## src/rtl/cnn_ctrl_pkg.sv

```systemverilog
// cnn_ctrl_pkg: shared state encoding, default sizes and config-check limits for the conv layer controller
package cnn_ctrl_pkg;
  localparam int DEF_ARRAY_SIZE = 9;
  localparam int DEF_DIM_DATA_SIZE = 16;
  localparam int DEF_ADDR_W = 14;
  localparam int DEF_CH_W = 8;
  localparam logic [31:0] MIN_K = 32'd1;
  localparam logic [31:0] MIN_CHANNELS = 32'd1;
  localparam logic [2:0] S_IDLE = 3'd0;
  localparam logic [2:0] S_CHECK = 3'd1;
  localparam logic [2:0] S_FILL_RST = 3'd2;
  localparam logic [2:0] S_FILL = 3'd3;
  localparam logic [2:0] S_COMPUTE = 3'd4;
  localparam logic [2:0] S_NEXT = 3'd5;
  localparam logic [2:0] S_DONE = 3'd6;
  function automatic logic cfg_reject(
    input logic [31:0] k,
    input logic [31:0] h,
    input logic [31:0] w,
    input logic [31:0] off,
    input logic [31:0] c,
    input int array_size
  );
    return (k < MIN_K) || (k > h) || (k > w) || (off + k * k > $unsigned(array_size)) || (c < MIN_CHANNELS);
  endfunction
endpackage

```

## src/rtl/conv_addr_stepper.sv

```systemverilog
// conv_addr_stepper: per-channel image/kernel base accumulators with wrap-around stepping
module conv_addr_stepper
  import cnn_ctrl_pkg::*;
#(
  parameter int ADDR_W = DEF_ADDR_W
) (
  input  logic              clk,
  input  logic              reset,
  input  logic              load,
  input  logic              step,
  input  logic [ADDR_W-1:0] stride_in,
  input  logic [ADDR_W-1:0] kstride_in,
  input  logic [ADDR_W-1:0] image_base,
  input  logic [ADDR_W-1:0] weight_base,
  output logic [ADDR_W-1:0] image_addr,
  output logic [ADDR_W-1:0] weight_addr
);
  logic [ADDR_W-1:0] stride;
  logic [ADDR_W-1:0] kstride;
  // load captures strides and channel-0 bases; step advances one channel, wrapping modulo 2^ADDR_W
  always_ff @(posedge clk) begin
    if (reset) begin
      stride <= '0;
      kstride <= '0;
      image_addr <= '0;
      weight_addr <= '0;
    end else if (load) begin
      stride <= stride_in;
      kstride <= kstride_in;
      image_addr <= image_base;
      weight_addr <= weight_base;
    end else if (step) begin
      image_addr <= image_addr + stride;
      weight_addr <= weight_addr + kstride;
    end
  end
endmodule

```

## src/rtl/conv_channel_scheduler.sv

```systemverilog
// conv_channel_scheduler: sequences fill and compute for every input channel of one conv layer
module conv_channel_scheduler
  import cnn_ctrl_pkg::*;
#(
  parameter int ARRAY_SIZE = DEF_ARRAY_SIZE,
  parameter int DIM_DATA_SIZE = DEF_DIM_DATA_SIZE,
  parameter int ADDR_W = DEF_ADDR_W,
  parameter int CH_W = DEF_CH_W
) (
  input  logic                     clk,
  input  logic                     reset,
  input  logic                     start,
  input  logic [DIM_DATA_SIZE-1:0] image_height,
  input  logic [DIM_DATA_SIZE-1:0] image_width,
  input  logic [DIM_DATA_SIZE-1:0] weight_size,
  input  logic [CH_W-1:0]          num_channels,
  input  logic [ADDR_W-1:0]        image_base,
  input  logic [ADDR_W-1:0]        weight_base,
  input  logic [7:0]               fifo_offset,
  input  logic                     fill_completed,
  input  logic                     array_done,
  output logic                     fill_reset_n,
  output logic                     fill_enable,
  output logic [ADDR_W-1:0]        fill_initial_address,
  output logic [7:0]               fill_offset,
  output logic [ADDR_W-1:0]        weight_load_address,
  output logic                     array_start,
  output logic                     busy,
  output logic [CH_W-1:0]          channel_idx,
  output logic                     layer_done,
  output logic                     cfg_error
);
  logic [2:0] state;
  logic phase;
  logic [DIM_DATA_SIZE-1:0] h;
  logic [DIM_DATA_SIZE-1:0] w;
  logic [DIM_DATA_SIZE-1:0] k;
  logic [CH_W-1:0] c;
  logic [ADDR_W-1:0] ib;
  logic [ADDR_W-1:0] wb;
  logic reject;
  logic last;
  logic [ADDR_W-1:0] stride_in;
  logic [ADDR_W-1:0] kstride_in;
  // config validation and per-channel strides from the latched copies
  always_comb begin
    reject = cfg_reject(32'(k), 32'(h), 32'(w), 32'(fill_offset), 32'(c), ARRAY_SIZE);
    last = channel_idx == c - CH_W'(1);
    stride_in = ADDR_W'(32'(h) * 32'(w));
    kstride_in = ADDR_W'(32'(k) * 32'(k));
  end
  // phase counts the two FILL_RST cycles and marks the launch cycle of COMPUTE
  always_ff @(posedge clk) begin
    if (reset) begin
      state <= S_IDLE;
      phase <= 1'b0;
      channel_idx <= '0;
      h <= '0;
      w <= '0;
      k <= '0;
      c <= '0;
      ib <= '0;
      wb <= '0;
      fill_offset <= '0;
    end else begin
      phase <= 1'b0;
      case (state)
        S_IDLE: if (start) begin
          h <= image_height;
          w <= image_width;
          k <= weight_size;
          c <= num_channels;
          ib <= image_base;
          wb <= weight_base;
          fill_offset <= fifo_offset;
          channel_idx <= '0;
          state <= S_CHECK;
        end
        S_CHECK: state <= reject ? S_IDLE : S_FILL_RST;
        S_FILL_RST: begin
          phase <= !phase;
          state <= phase ? S_FILL : S_FILL_RST;
        end
        S_FILL: state <= fill_completed ? S_COMPUTE : S_FILL;
        S_COMPUTE: begin
          phase <= 1'b1;
          state <= array_done ? S_NEXT : S_COMPUTE;
        end
        S_NEXT: begin
          channel_idx <= last ? channel_idx : channel_idx + CH_W'(1);
          state <= last ? S_DONE : S_FILL_RST;
        end
        default: state <= S_IDLE;
      endcase
    end
  end
  // control outputs decoded from state so a reset takes effect on the very next edge
  always_comb begin
    busy = state != S_IDLE;
    fill_reset_n = !(state == S_IDLE || state == S_FILL_RST);
    fill_enable = state == S_FILL;
    array_start = state == S_COMPUTE && !phase;
    layer_done = state == S_DONE;
    cfg_error = state == S_CHECK && reject;
  end
  conv_addr_stepper #(.ADDR_W(ADDR_W)) stepper (
    .clk(clk),
    .reset(reset),
    .load(state == S_CHECK && !reject),
    .step(state == S_NEXT && !last),
    .stride_in(stride_in),
    .kstride_in(kstride_in),
    .image_base(ib),
    .weight_base(wb),
    .image_addr(fill_initial_address),
    .weight_addr(weight_load_address)
  );
endmodule

```

## config.mk

```make
export PLATFORM = sky130hd
export DESIGN_NAME = conv_channel_scheduler
export DESIGN_NICKNAME = d
export VERILOG_FILES = /design/src/rtl/cnn_ctrl_pkg.sv /design/src/rtl/conv_addr_stepper.sv /design/src/rtl/conv_channel_scheduler.sv
export SDC_FILE = /design/constraint.sdc
export NUM_CORES = 1
export LEC_CHECK = 0
export BUFFER_PORTS_ARGS = -buffer_cell sky130_fd_sc_hd__buf_2
export CELL_PAD_IN_SITES_DETAIL_PLACEMENT = 1
export CELL_PAD_IN_SITES_GLOBAL_PLACEMENT = 2
export CORE_MARGIN = 5
export CORE_UTILIZATION = 41
export CTS_BUF_LIST = sky130_fd_sc_hd__clkbuf_8
export CTS_CLUSTER_DIAMETER = 80
export DETAILED_ROUTE_END_ITERATION = 10
export MAX_ROUTING_LAYER = met4
export PLACE_DENSITY = 0.9
export SLEW_MARGIN = 5
export SYNTH_ARGS = -nofsm -noshare
export SYNTH_HDL_FRONTEND = slang
export SYNTH_SLANG_ARGS = --single-unit
```

## constraint.sdc

```tcl
create_clock -name clk -period 24.6 [get_ports clk]
set_input_delay 3.69 -clock clk [delete_from_list [all_inputs] [get_ports clk]]
set_output_delay 3.69 -clock clk [all_outputs]
set_load 0.03 [all_outputs]
```

==> results.md <==
Synthesis:
- The average size of a mapped cell is roughly 8.1 µm².
- The share of synthesized registers carrying an async set or reset is 0%.
- The netlist area before placement is roughly 20000 µm².
- Measured against the total synthesized area, the mux share comes to between 2 and 2.5%.
- Summing the areas of all xor and xnor instances in the mapped netlist gives under 10% of the synthesized area.
- The share of the Yosys chip area taken by registers is between 10% and 20%.
- The commonest register cell after synthesis is sky130_fd_sc_hd__dfxtp_1.
- The number of synthesis warnings is 0.
- After Yosys synthesis, full adders, half adders and majority gates account for a little over a third of the synthesized area.
- After Yosys synthesis, and, or, nand and nor cells account for around 18% of the synthesized area.
- The synthesized net count is between 2000 and 3000.
- The main combinational cell family by area after synthesis is adder cells.
- The distinct cell type count of the synthesized netlist is 78.
- The share of the synthesized area in compound gates (AO/OA/AOI/OAI) is 13.2%.
- In this run, synthesis produced a sequential element count of roughly 160.
- The synthesized netlist cell count is ~2400.
- The synthesized design contains 0 enable-type register cells.

Worst hold path:
- In this run the worst hold path is classified as flip-flop to flip-flop.

Drt:
- The pre-antenna-repair detailed-routing pass consisted of 5 iterations.
- The vias after detailed routing is 16600.
- After detailed routing, the number of vias per cell comes to approximately 5.3.
- For this run, design rule violations remaining after detail routing come to 0.
- Once detail routing completed, the nets flagged for antenna violations numbered 0.
- The average detailed-routed wire length per instance is between 15 and 20 µm.
- For this block, the routed nets add up to slightly below 60 mm of wire.
- For this block, the initial DRC count from the detailed router was between 700 and 800.

Clock tree:
- The clock-pin slew on the worst setup and hold paths is 0.10 ns.
- The setup fix buffers added after clock tree synthesis is 0.
- The count of instances resized after the clock tree is built is 0.
- The root buffer selected by CTS is sky130_fd_sc_hd__clkbuf_8.
- The clock latency on the worst-skew pair is roughly 0.51 ns.
- The number of hold buffers added after cts is 0.
- The clock tree from TritonCTS is built.
- The clock sink count is 159.
- The buffer levels on the longest clock path is 2.
- Clock tree synthesis inserted a total of 17 buffers.
- The clock tree synthesis step divided the H-tree into 4 levels.

Placed design:
- The placement-stage cell area is just over 20000 µm².
- The post-detailed-placement half-perimeter wirelength is 47.7 mm.
- The number of port buffers is ~150.
- The routability-driven placement congestion ratio is 0.906.
- The placement-stage worst setup slack is ~12 ns.

Power and ir drop:
- Per report_power, the clock group accounts for between 20 and 30% of the total.
- The switching share of power is ~40%.
- The power per cell area is 34.0 nW/µm².
- The internal cell power is 432 µW.
- The analysis attributes to cell leakage a power of 0.0102 µW.
- Of the total power, combinational logic draws between 30% and 40%.
- The analysis attributes to net switching a power of between 200 and 300 µW.
- The proportion of power drawn by flip-flops and latches is between 30% and 40%.
- The largest vdd supply drop is 0.0313 mV.

Timing:
- At the pin with the least slew margin, the transition time is around 1.0 ns.
- Setup repair after global routing left no endpoint under its margin.
- The setup TNS after final layout is 0 ns.
- The worst hold slack after final layout is about 0.46 ns.
- The worst clock skew is 0.0231 ns.
- Counting I/O delays and the setup requirement, the final critical path takes 12.93 ns.
- The slack of the critical path is 11.67 ns.
- The final critical-path share of the clock period is 52.6%.
- The timing-limited maximum frequency is about 77 MHz.
- The count of final hold-check violations is 0.
- The worst slew slack as a fraction of its limit is 30.5%.
- The count of final max-slew check failures was 0.
- The final-report setup violation count is 0.

Layout:
- Summing all multi-input logic gate instances after layout gives between 10000 and 15000 µm².
- Leaving out fill and tap cells, the most frequent cell in the layout is sky130_fd_sc_hd__nand2_1.
- The top cell types in the final layout, fill and taps aside, are 411 x sky130_fd_sc_hd__nand2_1, 371 x sky130_fd_sc_hd__inv_1, 216 x sky130_fd_sc_hd__fa_1.
- The layout overhead on the synthesized area is 7.90%.
- The area taken by flip-flops and latches is between 3000 and 4000 µm².
- At the end of the flow, the number of nets in the layout was 3031.
- The final instance area is 21200 µm².
- The share of layout cells above drive strength 1 is a little under 9%.
- The fill cell instance count of the final layout is between 5000 and 6000.

Global route:
- The all-layer global routing usage is 23.5%.
- The overflow left after global routing is 0.
- The global-route met1 utilization is ~31%.
- met2 is the most crowded layer.
- The met2 layer usage reported by global route is ~38%.
- For this run, global-route usage on met3 was measured as under 10%.
- The initial antenna violation count is 2.
- The via count of the first global-routing pass is between 15000 and 20000.
- Entering global routing, the biggest net connects between 80 and 90 pins.
- The first global-routing pass estimated 97.5 mm of wire.

Job:
- Across the run, the number of max-cap violations was 0.

Worst setup path:
- The critical path class is flip-flop to output pin.
- The critical path arrival is just over 9 ns.
- For the worst setup path, the data required time is 20.91 ns.
- On the worst path, the slowest cell contributes a delay of 0.90 ns.
- The worst setup path is launched from a flip-flop.
- The cell with the largest stage delay on the worst path is sky130_fd_sc_hd__dfxtp_1.
- Of all nets on the critical path, the largest fanout is 24.
- The type of element capturing the critical path is an output pin.

Floorplan:
- The die area is between 50000 and 60000 µm².
- The die is ~230 µm tall.
- The floorplan has 80 rows.
- The initial core utilization is around two fifths.
- Measured along the x axis, the die boundary spans about 230 µm.
- The floorplan core area is approximately 48000 µm².
- For this design the top-level I/O count stands at around 150.

Outcome:
- The run finished with clean final reports.
## final cells by class
| type | instances | area share [%] |
|---|---|---|
| clock buffers | 18 | 1.17 |
| multi-input cells | 1797 | 69.1 |
| well taps | 615 | 3.64 |
| clock inverters | 14 | 0.609 |
| flip-flops and latches | 159 | 15.0 |
| diodes | 2 | 0.0236 |
| inverters | 372 | 6.60 |
| repair buffers | 156 | 3.82 |
## path summary, 6_finish.rpt
path                           start                                to  slack [ns]  cells after the start
setup / recovery   k[1]$_SDFFE_PP0P_                         cfg_error       11.67                     26
hold / removal    wb[2]$_SDFFE_PP0P_                wb[2]$_SDFFE_PP0P_        0.46                      2
setup reg to reg  k[12]$_SDFFE_PP0P_  stepper.kstride[13]$_SDFFE_PP0P_       14.89                     26
hold reg to reg   wb[2]$_SDFFE_PP0P_                wb[2]$_SDFFE_PP0P_        0.46                      2
## cells in the mapped netlist (4+ instances only)
master | n | area share, %
sky130_fd_sc_hd__and3_1 | 12 | 0.38
sky130_fd_sc_hd__or2_2 | 7 | 0.22
sky130_fd_sc_hd__nand4_1 | 20 | 0.64
sky130_fd_sc_hd__clkbuf_1 | 94 | 1.8
sky130_fd_sc_hd__o21ai_1 | 5 | 0.13
sky130_fd_sc_hd__nor2_1 | 132 | 2.5
sky130_fd_sc_hd__a211o_1 | 5 | 0.22
sky130_fd_sc_hd__ha_1 | 215 | 14
sky130_fd_sc_hd__nor4_1 | 13 | 0.41
sky130_fd_sc_hd__o21bai_1 | 13 | 0.50
sky130_fd_sc_hd__a2111oi_0 | 4 | 0.18
sky130_fd_sc_hd__nor3b_1 | 5 | 0.19
sky130_fd_sc_hd__mux2_2 | 7 | 0.40
sky130_fd_sc_hd__nand2_1 | 412 | 7.9
sky130_fd_sc_hd__a311oi_1 | 5 | 0.22
sky130_fd_sc_hd__a31o_2 | 8 | 0.36
sky130_fd_sc_hd__nand2b_1 | 14 | 0.45
sky130_fd_sc_hd__mux2i_1 | 34 | 1.7
sky130_fd_sc_hd__a31oi_1 | 12 | 0.38
sky130_fd_sc_hd__o211ai_1 | 12 | 0.46
sky130_fd_sc_hd__dfxtp_1 | 159 | 16
sky130_fd_sc_hd__fa_1 | 216 | 22
sky130_fd_sc_hd__or3_1 | 15 | 0.48
sky130_fd_sc_hd__a21oi_1 | 197 | 5.0
sky130_fd_sc_hd__o21ai_0 | 66 | 1.7
sky130_fd_sc_hd__nor3_1 | 30 | 0.77
sky130_fd_sc_hd__and2_1 | 70 | 2.2
sky130_fd_sc_hd__or4_1 | 8 | 0.31
sky130_fd_sc_hd__o211a_1 | 5 | 0.26
sky130_fd_sc_hd__inv_1 | 369 | 7.1
sky130_fd_sc_hd__o21a_1 | 12 | 0.46
sky130_fd_sc_hd__nand3_1 | 19 | 0.48
sky130_fd_sc_hd__nor4b_1 | 4 | 0.18
sky130_fd_sc_hd__xnor2_1 | 83 | 3.7
sky130_fd_sc_hd__nor2b_1 | 12 | 0.38
sky130_fd_sc_hd__xor2_1 | 31 | 1.4
sky130_fd_sc_hd__a211oi_1 | 14 | 0.54
sky130_fd_sc_hd__a21o_1 | 24 | 0.92
sky130_fd_sc_hd__buf_2 | 5 | 0.13
## cell families after synthesis
kind of cell	after synthesis
compound gates	421
mux	41
fa+ha+maj	431
buf+inv	477
simple gates	790
xor+xnor	114
flops	159
## registers in the layout (all words and copies together), names as in the netlist
register             cells
w                       16
stepper.image_addr      14
k                       16
h                       16
stepper.stride          14
fill_offset              8
wb                      14
c                        8
phase                    1
stepper.kstride         13
ib                      14
state                    3
stepper.weight_addr     14
channel_idx              8
## layer usage
layer	up-vias	routed length, µm
met5	-	0
met4	0	1140
met3	67	2440
met2	324	28100
met1	8204	27700
li1	8029	-
## power by group through the flow
stage,Combinational [µW],Clock (µW),Sequential [µW]
floorplan,170,0,280
global placement,228,0,291
detailed placement,236,0,292
CTS,239,202,286
global route,268,213,288
finish,238,196,286
## worst max-delay path: cells and delay by family (launching register included)
kind	cells	cell delay, ns
AO/OA/AOI/OAI	3	1.01
buffers and inverters	7	0.54
multiplexers	1	0.21
XOR/XNOR	1	0.25
AND/OR/NAND/NOR	7	2.37
flip-flops	1	0.90
adder cells (fa/ha/maj)	7	3.43
## per-stage QoR
step	std cells	total power (µW)	util, %
5_1_grt	3133	769	44.5
2_1_floorplan	2433	450	-
6_report	3133	720	44.5
3_3_place_gp	3099	519	43.7
3_5_place_dp	3099	528	43.7
4_1_cts	3131	728	44.5
No activity file was read; power rests on OpenSTA's default activity.
